### src/rtl/wr_arria10_phy_pkg.sv
// Shared types and helpers for the Arria 10 PHY reset sequencer.
package wr_arria10_phy_pkg;

  // Per-channel TX reset sequence.
  typedef enum logic [1:0] {
    TX_RST,
    TX_WAIT,
    TX_DIG,
    TX_READY
  } tx_state_e;

  // Per-channel RX reset / CDR lock sequence.
  typedef enum logic [2:0] {
    RX_RST,
    RX_CAL,
    RX_LTR,
    RX_LTD,
    RX_DIG,
    RX_READY
  } rx_state_e;

  // Saturation value of the per-channel RX restart counter.
  localparam logic [7:0] RELOCK_MAX = 8'hFF;

  // Width of a counter able to hold (largest cycle parameter - 1).
  function automatic int unsigned cnt_width(input int unsigned a,
                                            input int unsigned b,
                                            input int unsigned c,
                                            input int unsigned d);
    int unsigned m;
    m = a;
    if (b > m) m = b;
    if (c > m) m = c;
    if (d > m) m = d;
    return (m < 2) ? 1 : $clog2(m);
  endfunction

endpackage

### src/rtl/wr_arria10_phy_rst_chan.sv
// One transceiver channel: input synchronizers plus independent TX and RX
// reset FSMs. Only the (already synchronized) PLL lock is shared with others.
module wr_arria10_phy_rst_chan
  import wr_arria10_phy_pkg::*;
#(
  parameter int unsigned g_analog_rst_cycles   = 100,
  parameter int unsigned g_digital_rst_cycles  = 50,
  parameter int unsigned g_ltd_stable_cycles   = 1000,
  parameter int unsigned g_lock_timeout_cycles = 100000
) (
  input  logic       clk_i,
  input  logic       rst_n_i,
  input  logic       pll_locked,          // synchronized in the top level
  input  logic       tx_cal_busy,
  input  logic       rx_cal_busy,
  input  logic       rx_is_lockedtoref,
  input  logic       rx_is_lockedtodata,
  input  logic       chan_rst,
  output logic       tx_analogreset,
  output logic       tx_digitalreset,
  output logic       rx_analogreset,
  output logic       rx_digitalreset,
  output logic       rx_set_locktoref,
  output logic       rx_set_locktodata,
  output logic       tx_ready,
  output logic       rx_ready,
  output logic [7:0] rx_relock_cnt
);

  localparam int unsigned CW = cnt_width(g_analog_rst_cycles, g_digital_rst_cycles,
                                         g_ltd_stable_cycles, g_lock_timeout_cycles);

  // Terminal counts: a phase of P cycles ends when its counter shows P-1.
  localparam logic [CW-1:0] ANALOG_LAST  = CW'(g_analog_rst_cycles - 1);
  localparam logic [CW-1:0] DIGITAL_LAST = CW'(g_digital_rst_cycles - 1);
  localparam logic [CW-1:0] LTD_LAST     = CW'(g_ltd_stable_cycles - 1);
  localparam logic [CW-1:0] TIMEOUT_LAST = CW'(g_lock_timeout_cycles - 1);

  logic [3:0] sync_q1;
  logic [3:0] sync_q2;
  logic       tx_cal_busy_s;
  logic       rx_cal_busy_s;
  logic       lockedtoref_s;
  logic       lockedtodata_s;

  // Two-flop synchronizers for the asynchronous PHY status inputs.
  // NOTE: sequential state is always updated with <= so every flop samples
  // the pre-edge value of its neighbours; = here would collapse the chain.
  always_ff @(posedge clk_i) begin
    if (!rst_n_i) begin
      sync_q1 <= '0;
      sync_q2 <= '0;
    end else begin
      sync_q1 <= {rx_is_lockedtodata, rx_is_lockedtoref, rx_cal_busy, tx_cal_busy};
      sync_q2 <= sync_q1;
    end
  end

  assign tx_cal_busy_s  = sync_q2[0];
  assign rx_cal_busy_s  = sync_q2[1];
  assign lockedtoref_s  = sync_q2[2];
  assign lockedtodata_s = sync_q2[3];

  // ---------------------------------------------------------------- TX ---
  tx_state_e      tx_state;
  tx_state_e      tx_state_nxt;
  logic [CW-1:0]  tx_cnt;
  logic [CW-1:0]  tx_cnt_nxt;

  // TX next state; the phase counter clears on every transition.
  // NOTE: every variable gets a default before the case so no path leaves
  // it unassigned, which would otherwise infer a latch.
  always_comb begin
    tx_state_nxt = tx_state;
    tx_cnt_nxt   = '0;
    case (tx_state)
      TX_RST: begin
        if (tx_cnt == ANALOG_LAST) tx_state_nxt = TX_WAIT;
        else                       tx_cnt_nxt   = tx_cnt + 1'b1;
      end
      TX_WAIT: begin
        if (pll_locked && !tx_cal_busy_s) tx_state_nxt = TX_DIG;
      end
      TX_DIG: begin
        if (!pll_locked)                  tx_state_nxt = TX_RST;
        else if (tx_cnt == DIGITAL_LAST)  tx_state_nxt = TX_READY;
        else                              tx_cnt_nxt   = tx_cnt + 1'b1;
      end
      TX_READY: begin
        if (!pll_locked) tx_state_nxt = TX_RST;
      end
      default: tx_state_nxt = TX_RST;
    endcase
    // Soft reset parks the FSM at the start with the timer cleared.
    if (chan_rst) begin
      tx_state_nxt = TX_RST;
      tx_cnt_nxt   = '0;
    end
  end

  // TX state register; outputs are registered from the next state so they
  // change on the same edge as the state and never glitch.
  always_ff @(posedge clk_i) begin
    if (!rst_n_i) begin
      tx_state        <= TX_RST;
      tx_cnt          <= '0;
      tx_analogreset  <= 1'b1;
      tx_digitalreset <= 1'b1;
      tx_ready        <= 1'b0;
    end else begin
      tx_state        <= tx_state_nxt;
      tx_cnt          <= tx_cnt_nxt;
      tx_analogreset  <= (tx_state_nxt == TX_RST) || (tx_state_nxt == TX_WAIT);
      tx_digitalreset <= (tx_state_nxt != TX_READY);
      tx_ready        <= (tx_state_nxt == TX_READY);
    end
  end

  // ---------------------------------------------------------------- RX ---
  rx_state_e      rx_state;
  rx_state_e      rx_state_nxt;
  logic [CW-1:0]  rx_cnt;        // reset/digital phase length or LTD stability
  logic [CW-1:0]  rx_cnt_nxt;
  logic [CW-1:0]  rx_tmr;        // lock-wait timeout, cleared on state entry
  logic [CW-1:0]  rx_tmr_nxt;
  logic           rx_restart;    // lock loss or timeout: counts as a relock

  // RX next state. In the lock-wait states a successful exit is tested
  // before the timeout so that a coincident lock wins.
  always_comb begin
    rx_state_nxt = rx_state;
    rx_cnt_nxt   = '0;
    rx_tmr_nxt   = '0;
    rx_restart   = 1'b0;
    case (rx_state)
      RX_RST: begin
        if (rx_cnt == ANALOG_LAST) rx_state_nxt = RX_CAL;
        else                       rx_cnt_nxt   = rx_cnt + 1'b1;
      end
      RX_CAL: begin
        if (!rx_cal_busy_s)              rx_state_nxt = RX_LTR;
        else if (rx_tmr == TIMEOUT_LAST) rx_restart   = 1'b1;
        else                             rx_tmr_nxt   = rx_tmr + 1'b1;
      end
      RX_LTR: begin
        if (lockedtoref_s)               rx_state_nxt = RX_LTD;
        else if (rx_tmr == TIMEOUT_LAST) rx_restart   = 1'b1;
        else                             rx_tmr_nxt   = rx_tmr + 1'b1;
      end
      RX_LTD: begin
        if (lockedtodata_s && (rx_cnt == LTD_LAST)) begin
          rx_state_nxt = RX_DIG;
        end else if (rx_tmr == TIMEOUT_LAST) begin
          rx_restart = 1'b1;
        end else begin
          rx_tmr_nxt = rx_tmr + 1'b1;
          // Any low cycle restarts the stability window.
          rx_cnt_nxt = lockedtodata_s ? rx_cnt + 1'b1 : '0;
        end
      end
      RX_DIG: begin
        if (!lockedtodata_s)             rx_restart   = 1'b1;
        else if (rx_cnt == DIGITAL_LAST) rx_state_nxt = RX_READY;
        else                             rx_cnt_nxt   = rx_cnt + 1'b1;
      end
      RX_READY: begin
        if (!lockedtodata_s) rx_restart = 1'b1;
      end
      default: rx_state_nxt = RX_RST;
    endcase
    if (rx_restart) rx_state_nxt = RX_RST;
    // Soft reset overrides everything and is not counted as a relock.
    if (chan_rst) begin
      rx_state_nxt = RX_RST;
      rx_cnt_nxt   = '0;
      rx_tmr_nxt   = '0;
      rx_restart   = 1'b0;
    end
  end

  // RX state register, saturating relock counter and registered outputs.
  always_ff @(posedge clk_i) begin
    if (!rst_n_i) begin
      rx_state          <= RX_RST;
      rx_cnt            <= '0;
      rx_tmr            <= '0;
      rx_relock_cnt     <= '0;
      rx_analogreset    <= 1'b1;
      rx_digitalreset   <= 1'b1;
      rx_set_locktoref  <= 1'b1;
      rx_set_locktodata <= 1'b0;
      rx_ready          <= 1'b0;
    end else begin
      rx_state <= rx_state_nxt;
      rx_cnt   <= rx_cnt_nxt;
      rx_tmr   <= rx_tmr_nxt;
      if (rx_restart && (rx_relock_cnt != RELOCK_MAX)) begin
        rx_relock_cnt <= rx_relock_cnt + 1'b1;
      end
      rx_analogreset    <= (rx_state_nxt == RX_RST) || (rx_state_nxt == RX_CAL);
      rx_digitalreset   <= (rx_state_nxt != RX_READY);
      rx_set_locktoref  <= (rx_state_nxt == RX_RST) || (rx_state_nxt == RX_CAL) ||
                           (rx_state_nxt == RX_LTR);
      rx_set_locktodata <= (rx_state_nxt == RX_LTD) || (rx_state_nxt == RX_DIG) ||
                           (rx_state_nxt == RX_READY);
      rx_ready          <= (rx_state_nxt == RX_READY);
    end
  end

endmodule

### src/rtl/wr_arria10_phy_rst_seq.sv
// Arria 10 transceiver reset sequencer: synchronizes the shared TX PLL lock
// and instantiates one independent reset controller per channel.
module wr_arria10_phy_rst_seq
  import wr_arria10_phy_pkg::*;
#(
  parameter int unsigned g_num_channels        = 1,       // 1..8
  parameter int unsigned g_analog_rst_cycles   = 100,
  parameter int unsigned g_digital_rst_cycles  = 50,
  parameter int unsigned g_ltd_stable_cycles   = 1000,
  parameter int unsigned g_lock_timeout_cycles = 100000
) (
  input  logic                          clk_i,
  input  logic                          rst_n_i,
  input  logic                          pll_locked_i,
  input  logic [g_num_channels-1:0]     tx_cal_busy_i,
  input  logic [g_num_channels-1:0]     rx_cal_busy_i,
  input  logic [g_num_channels-1:0]     rx_is_lockedtoref_i,
  input  logic [g_num_channels-1:0]     rx_is_lockedtodata_i,
  input  logic [g_num_channels-1:0]     chan_rst_i,
  output logic [g_num_channels-1:0]     tx_analogreset_o,
  output logic [g_num_channels-1:0]     tx_digitalreset_o,
  output logic [g_num_channels-1:0]     rx_analogreset_o,
  output logic [g_num_channels-1:0]     rx_digitalreset_o,
  output logic [g_num_channels-1:0]     rx_set_locktoref_o,
  output logic [g_num_channels-1:0]     rx_set_locktodata_o,
  output logic [g_num_channels-1:0]     tx_ready_o,
  output logic [g_num_channels-1:0]     rx_ready_o,
  output logic [8*g_num_channels-1:0]   rx_relock_cnt_o
);

  logic [1:0] pll_sync_q;
  logic       pll_locked_s;

  // Two-flop synchronizer for the PLL lock shared by all channels.
  always_ff @(posedge clk_i) begin
    if (!rst_n_i) pll_sync_q <= '0;
    else          pll_sync_q <= {pll_sync_q[0], pll_locked_i};
  end

  assign pll_locked_s = pll_sync_q[1];

  for (genvar i = 0; i < g_num_channels; i++) begin : g_chan
    wr_arria10_phy_rst_chan #(
      .g_analog_rst_cycles   (g_analog_rst_cycles),
      .g_digital_rst_cycles  (g_digital_rst_cycles),
      .g_ltd_stable_cycles   (g_ltd_stable_cycles),
      .g_lock_timeout_cycles (g_lock_timeout_cycles)
    ) u_chan (
      .clk_i              (clk_i),
      .rst_n_i            (rst_n_i),
      .pll_locked         (pll_locked_s),
      .tx_cal_busy        (tx_cal_busy_i[i]),
      .rx_cal_busy        (rx_cal_busy_i[i]),
      .rx_is_lockedtoref  (rx_is_lockedtoref_i[i]),
      .rx_is_lockedtodata (rx_is_lockedtodata_i[i]),
      .chan_rst           (chan_rst_i[i]),
      .tx_analogreset     (tx_analogreset_o[i]),
      .tx_digitalreset    (tx_digitalreset_o[i]),
      .rx_analogreset     (rx_analogreset_o[i]),
      .rx_digitalreset    (rx_digitalreset_o[i]),
      .rx_set_locktoref   (rx_set_locktoref_o[i]),
      .rx_set_locktodata  (rx_set_locktodata_o[i]),
      .tx_ready           (tx_ready_o[i]),
      .rx_ready           (rx_ready_o[i]),
      .rx_relock_cnt      (rx_relock_cnt_o[8*i +: 8])
    );
  end

endmodule

### config.mk
export PLATFORM = sky130hd
export DESIGN_NAME = wr_arria10_phy_rst_seq
export DESIGN_NICKNAME = d
export VERILOG_FILES = /design/src/rtl/wr_arria10_phy_pkg.sv /design/src/rtl/wr_arria10_phy_rst_chan.sv /design/src/rtl/wr_arria10_phy_rst_seq.sv
export SDC_FILE = /design/constraint.sdc
export NUM_CORES = 1
export LEC_CHECK = 0
export CORE_ASPECT_RATIO = 0.8
export CORE_MARGIN = 1
export CORE_UTILIZATION = 65
export CTS_BUF_LIST = sky130_fd_sc_hd__clkbuf_8
export DETAILED_ROUTE_END_ITERATION = 7
export DONT_BUFFER_PORTS = 1
export PLACE_DENSITY = 0.81
export SLEW_MARGIN = 20
export SYNTH_ARGS = -nofsm -noshare
export SYNTH_HDL_FRONTEND = slang
export SYNTH_SLANG_ARGS = --single-unit
### constraint.sdc
create_clock -name clk_i -period 5.2 [get_ports clk_i]
set_input_delay 1.04 -clock clk_i [delete_from_list [all_inputs] [get_ports clk_i]]
set_output_delay 1.04 -clock clk_i [all_outputs]
set_load 0.005 [all_outputs]
==> summary.txt <==
Timing
  – Min Tclk post-route: 2240 ps
  – Max Slew Vio Count: 0
  – Max Clock Skew: 10.5 ps
  – Worst Tran Pin Value: 553 ps
  – Max Fclk: 447 MHz
  – Slew Limit Headroom: a little over three fifths
  – RSZ-0062 raised after global routing: false
  – Hold Vio Cnt, Final: 0
  – Final period util: 43.0%
  – Worst hold slack: 439 ps
  – Sum Neg Setup Slack: 0 ps
  – Final setup viols: 0
  – Setup ws final: 2960 ps

Min path
  – Worst hold path type: flip-flop to flip-flop
  – Hold Crit Start: g_chan[0].u_chan.sync_q1[2]$_SDFF_PN0_

Finish
  – Commonest cells after routing, fill and taps aside: 82 x dfxtp_1, 74 x nor2_1, 30 x nand2_1
  – Area grow syn2layout: 5.45%
  – Finished Layout Cells: 462
  – Share of post-route cells with drive strength above 1: 7.50%
  – # nets final: 409
  – Antenna diode instance count: 0
  – Final Core Density: 72.7%
  – Fill count: 416
  – Finished Cell Area: 3730 µm²
  – Commonest non-fill, non-tap cell in the layout: dfxtp_1

Critical path
  – CP max-delay cell: a21oi_2
  – Crit-path most repeated cell: and4_1
  – Critical path fanouts, max: 13
  – CP max stage delay: 470 ps
  – R2R Path Start: g_chan[0].u_chan.rx_tmr[0]$_SDFF_PP0_
  – Critical Path Source Type: flip-flop
  – R2r setup slk: 2960 ps
  – WP data required: around 5500 ps
  – Crit path arrival time: 2490 ps
  – Crit path cell chain: ha_1 -> and4_1 -> and4_1 -> o211ai_2 -> a21oi_2 -> a21oi_1 -> a31o_2
  – Worst setup path class: flip-flop to flip-flop
  – Setup crit end kind: flip-flop
  – Crit path launch: g_chan[0].u_chan.rx_tmr[0]$_SDFF_PP0_

Clocking
  – # clock sinks: 82
  – Post-CTS sizing: 0
  – Post-CTS Hold Fix Bufs: 0
  – CTS Root Cell: clkbuf_8
  – Postcts setup bufs: 0
  – Clk slew on worst S/H paths: approximately 90 ps
  – Clock Path Buffers: 2
  – CTS tree: done
  – H-tree levels: 3
  – Clock Latency Late Sink: 370 ps
  – CTS buffer count: 9

Synthesis
  – Post-synth EDFFs: 0
  – Mapped Nets: 408
  – Yosys cell types: 54
  – Post-synthesis register bit count: 82
  – Post-synth top flop: dfxtp_1
  – Post-Syn Area per Cell: 8.97 µm²
  – Register area share after synthesis: 46.5%
  – Warnings from Yosys: 0
  – Cell Area, Synth: 3530 µm²
  – Cells after Synth: 394
  – Synth async-reset ratio: 0%

Pwr
  – Max IR drop VDD: 205 µV
  – PnR Total Power: 1.08 mW
  – Leakage: between 1 and 1.5 nW
  – Cell Pwr Density: 289 nW/µm²

Detailed routing
  – ANT nets after route: 0
  – WL/cell: 12.8 µm
  – 1st-iter DRT viols: between 80 and 90
  – Drt drc: 0
  – Vias: 2,581
  – 1st-pass router iterations: 4
  – Final WL: just under 6 mm
  – Vias/cell: between 5 and 6

Placement
  – Area after DPL: between 3000 and 4000 µm²
  – Placer congestion estimate: a little under 0.9
  – Placed wire-length estimate: between 4 and 5 mm
  – PortBufs: 0
  – Cell count after placement: 446
  – Pre-CTS setup slack: 2940 ps

Global route
  – Number of global-route vias before repair: 2,302
  – Largest net degree at the start of global routing: 21
  – Grt total ovfl: 0
  – First-pass GRT wire length: 10.1 mm
  – Initial antenna violation count: 0
  – Overall routing resource usage: a little under a quarter

Floorplan
  – Core area: 5120 µm²
  – Initial Utilization: roughly 70%
  – FP Rows: 23
  – Total I/O pin count: 24
  – Overall die area: ~5700 µm²
  – Die Span Y: ~68 µm
  – Die extent in x: 84.4 µm

Job
  – Maxcap violations: 0

Outcome
  – Outcome: finished, final reports clean
==> final timing paths <==
check	to	cells after the start
worst min register to register	g_chan[0].u_chan.sync_q2[2]$_SDFF_PN0_	1
worst max register to register	g_chan[0].u_chan.rx_relock_cnt[6]$_SDFFE_PN0P_	7
worst min-delay path	g_chan[0].u_chan.sync_q2[2]$_SDFF_PN0_	1
worst max-delay path	g_chan[0].u_chan.rx_relock_cnt[6]$_SDFFE_PN0P_	7
==> final cells by class <==
| cell class | instances | area, µm² | share of cell area [%] |
|---|---|---|---|
| clock buffers | 10 | 138 | 3.69 |
| clock inverters | 6 | 46.3 | 1.24 |
| inverters | 12 | 45.0 | 1.21 |
| multi-input cells | 290 | 1780 | 47.7 |
| flip-flops and latches | 82 | 1640 | 44.1 |
| well taps | 62 | 77.6 | 2.08 |
==> Yosys cell counts, types with 2 or more instances <==
library cell,instances,area share [%]
a21o_1,2,0.42
a21oi_1,6,0.85
a21oi_2,2,0.50
a31o_2,3,0.74
and2_1,16,2.8
and3_1,15,2.7
and4_1,4,0.99
buf_2,4,0.57
buf_6,3,0.96
clkbuf_1,2,0.21
dfxtp_1,82,46
ha_1,6,2.1
inv_1,12,1.3
mux2i_1,2,0.57
nand2_1,30,3.2
nand2b_1,4,0.71
nand3_1,26,3.7
nand3b_1,2,0.42
nand4_1,8,1.4
nor2_1,74,7.9
nor2b_1,4,0.71
nor4_1,5,0.89
nor4_2,2,0.71
o211ai_1,3,0.64
o21ai_0,4,0.57
xnor2_1,21,5.2
xor2_1,25,6.2
==> worst max-delay path, delay by kind of cell, from the launching register on <==
family	cells	cell delay [ps]
DFF	1	390
adders and majority gates	1	220
and+or+nand+nor	2	560
AOI/OAI and AO/OA	4	970
==> cells by family (layout without fill, tap and decap cells) <==
| family | after synthesis | in the layout | synth area share [%] |
|---|---|---|---|
| simple gates | 203 | 203 | 29.2 |
| compound gates | 33 | 33 | 7.01 |
| xor+xnor | 46 | 46 | 11.4 |
| fa+ha+maj | 6 | 6 | 2.12 |
| buf+inv | 22 | 28 | 3.22 |
| flops | 82 | 82 | 46.5 |
| mux | 2 | 2 | 0.567 |
==> flip-flops by register name, indices dropped and copies added (netlist names), 2 cells and up <==
name	count
g_chan.u_chan.sync_q1	4
g_chan.u_chan.tx_cnt	17
g_chan.u_chan.tx_state	2
g_chan.u_chan.rx_tmr	17
g_chan.u_chan.rx_cnt	17
g_chan.u_chan.rx_state	3
g_chan.u_chan.rx_relock_cnt	8
pll_sync_q	2
g_chan.u_chan.sync_q2	4
==> routing by layer <==
metal / share of wire (%) / up-vias / global-route usage (%)
met2: 43 / 49 / 33.6
met5: 0 / - / 0
met4: 0.46 / 0 / 10.4
met3: 4.3 / 2 / 9.29
li1: - / 1331 / -
met1: 52 / 1199 / 30.4
==> report_power, final <==
part           leakage, nW  switching [mW]  total, mW  internal, mW
registers            0.663         0.00322      0.636         0.632
clock network       0.0897           0.237      0.427         0.190
logic                0.610         0.00931     0.0153       0.00603
Note: power is estimated with default switching activity, not from simulation.
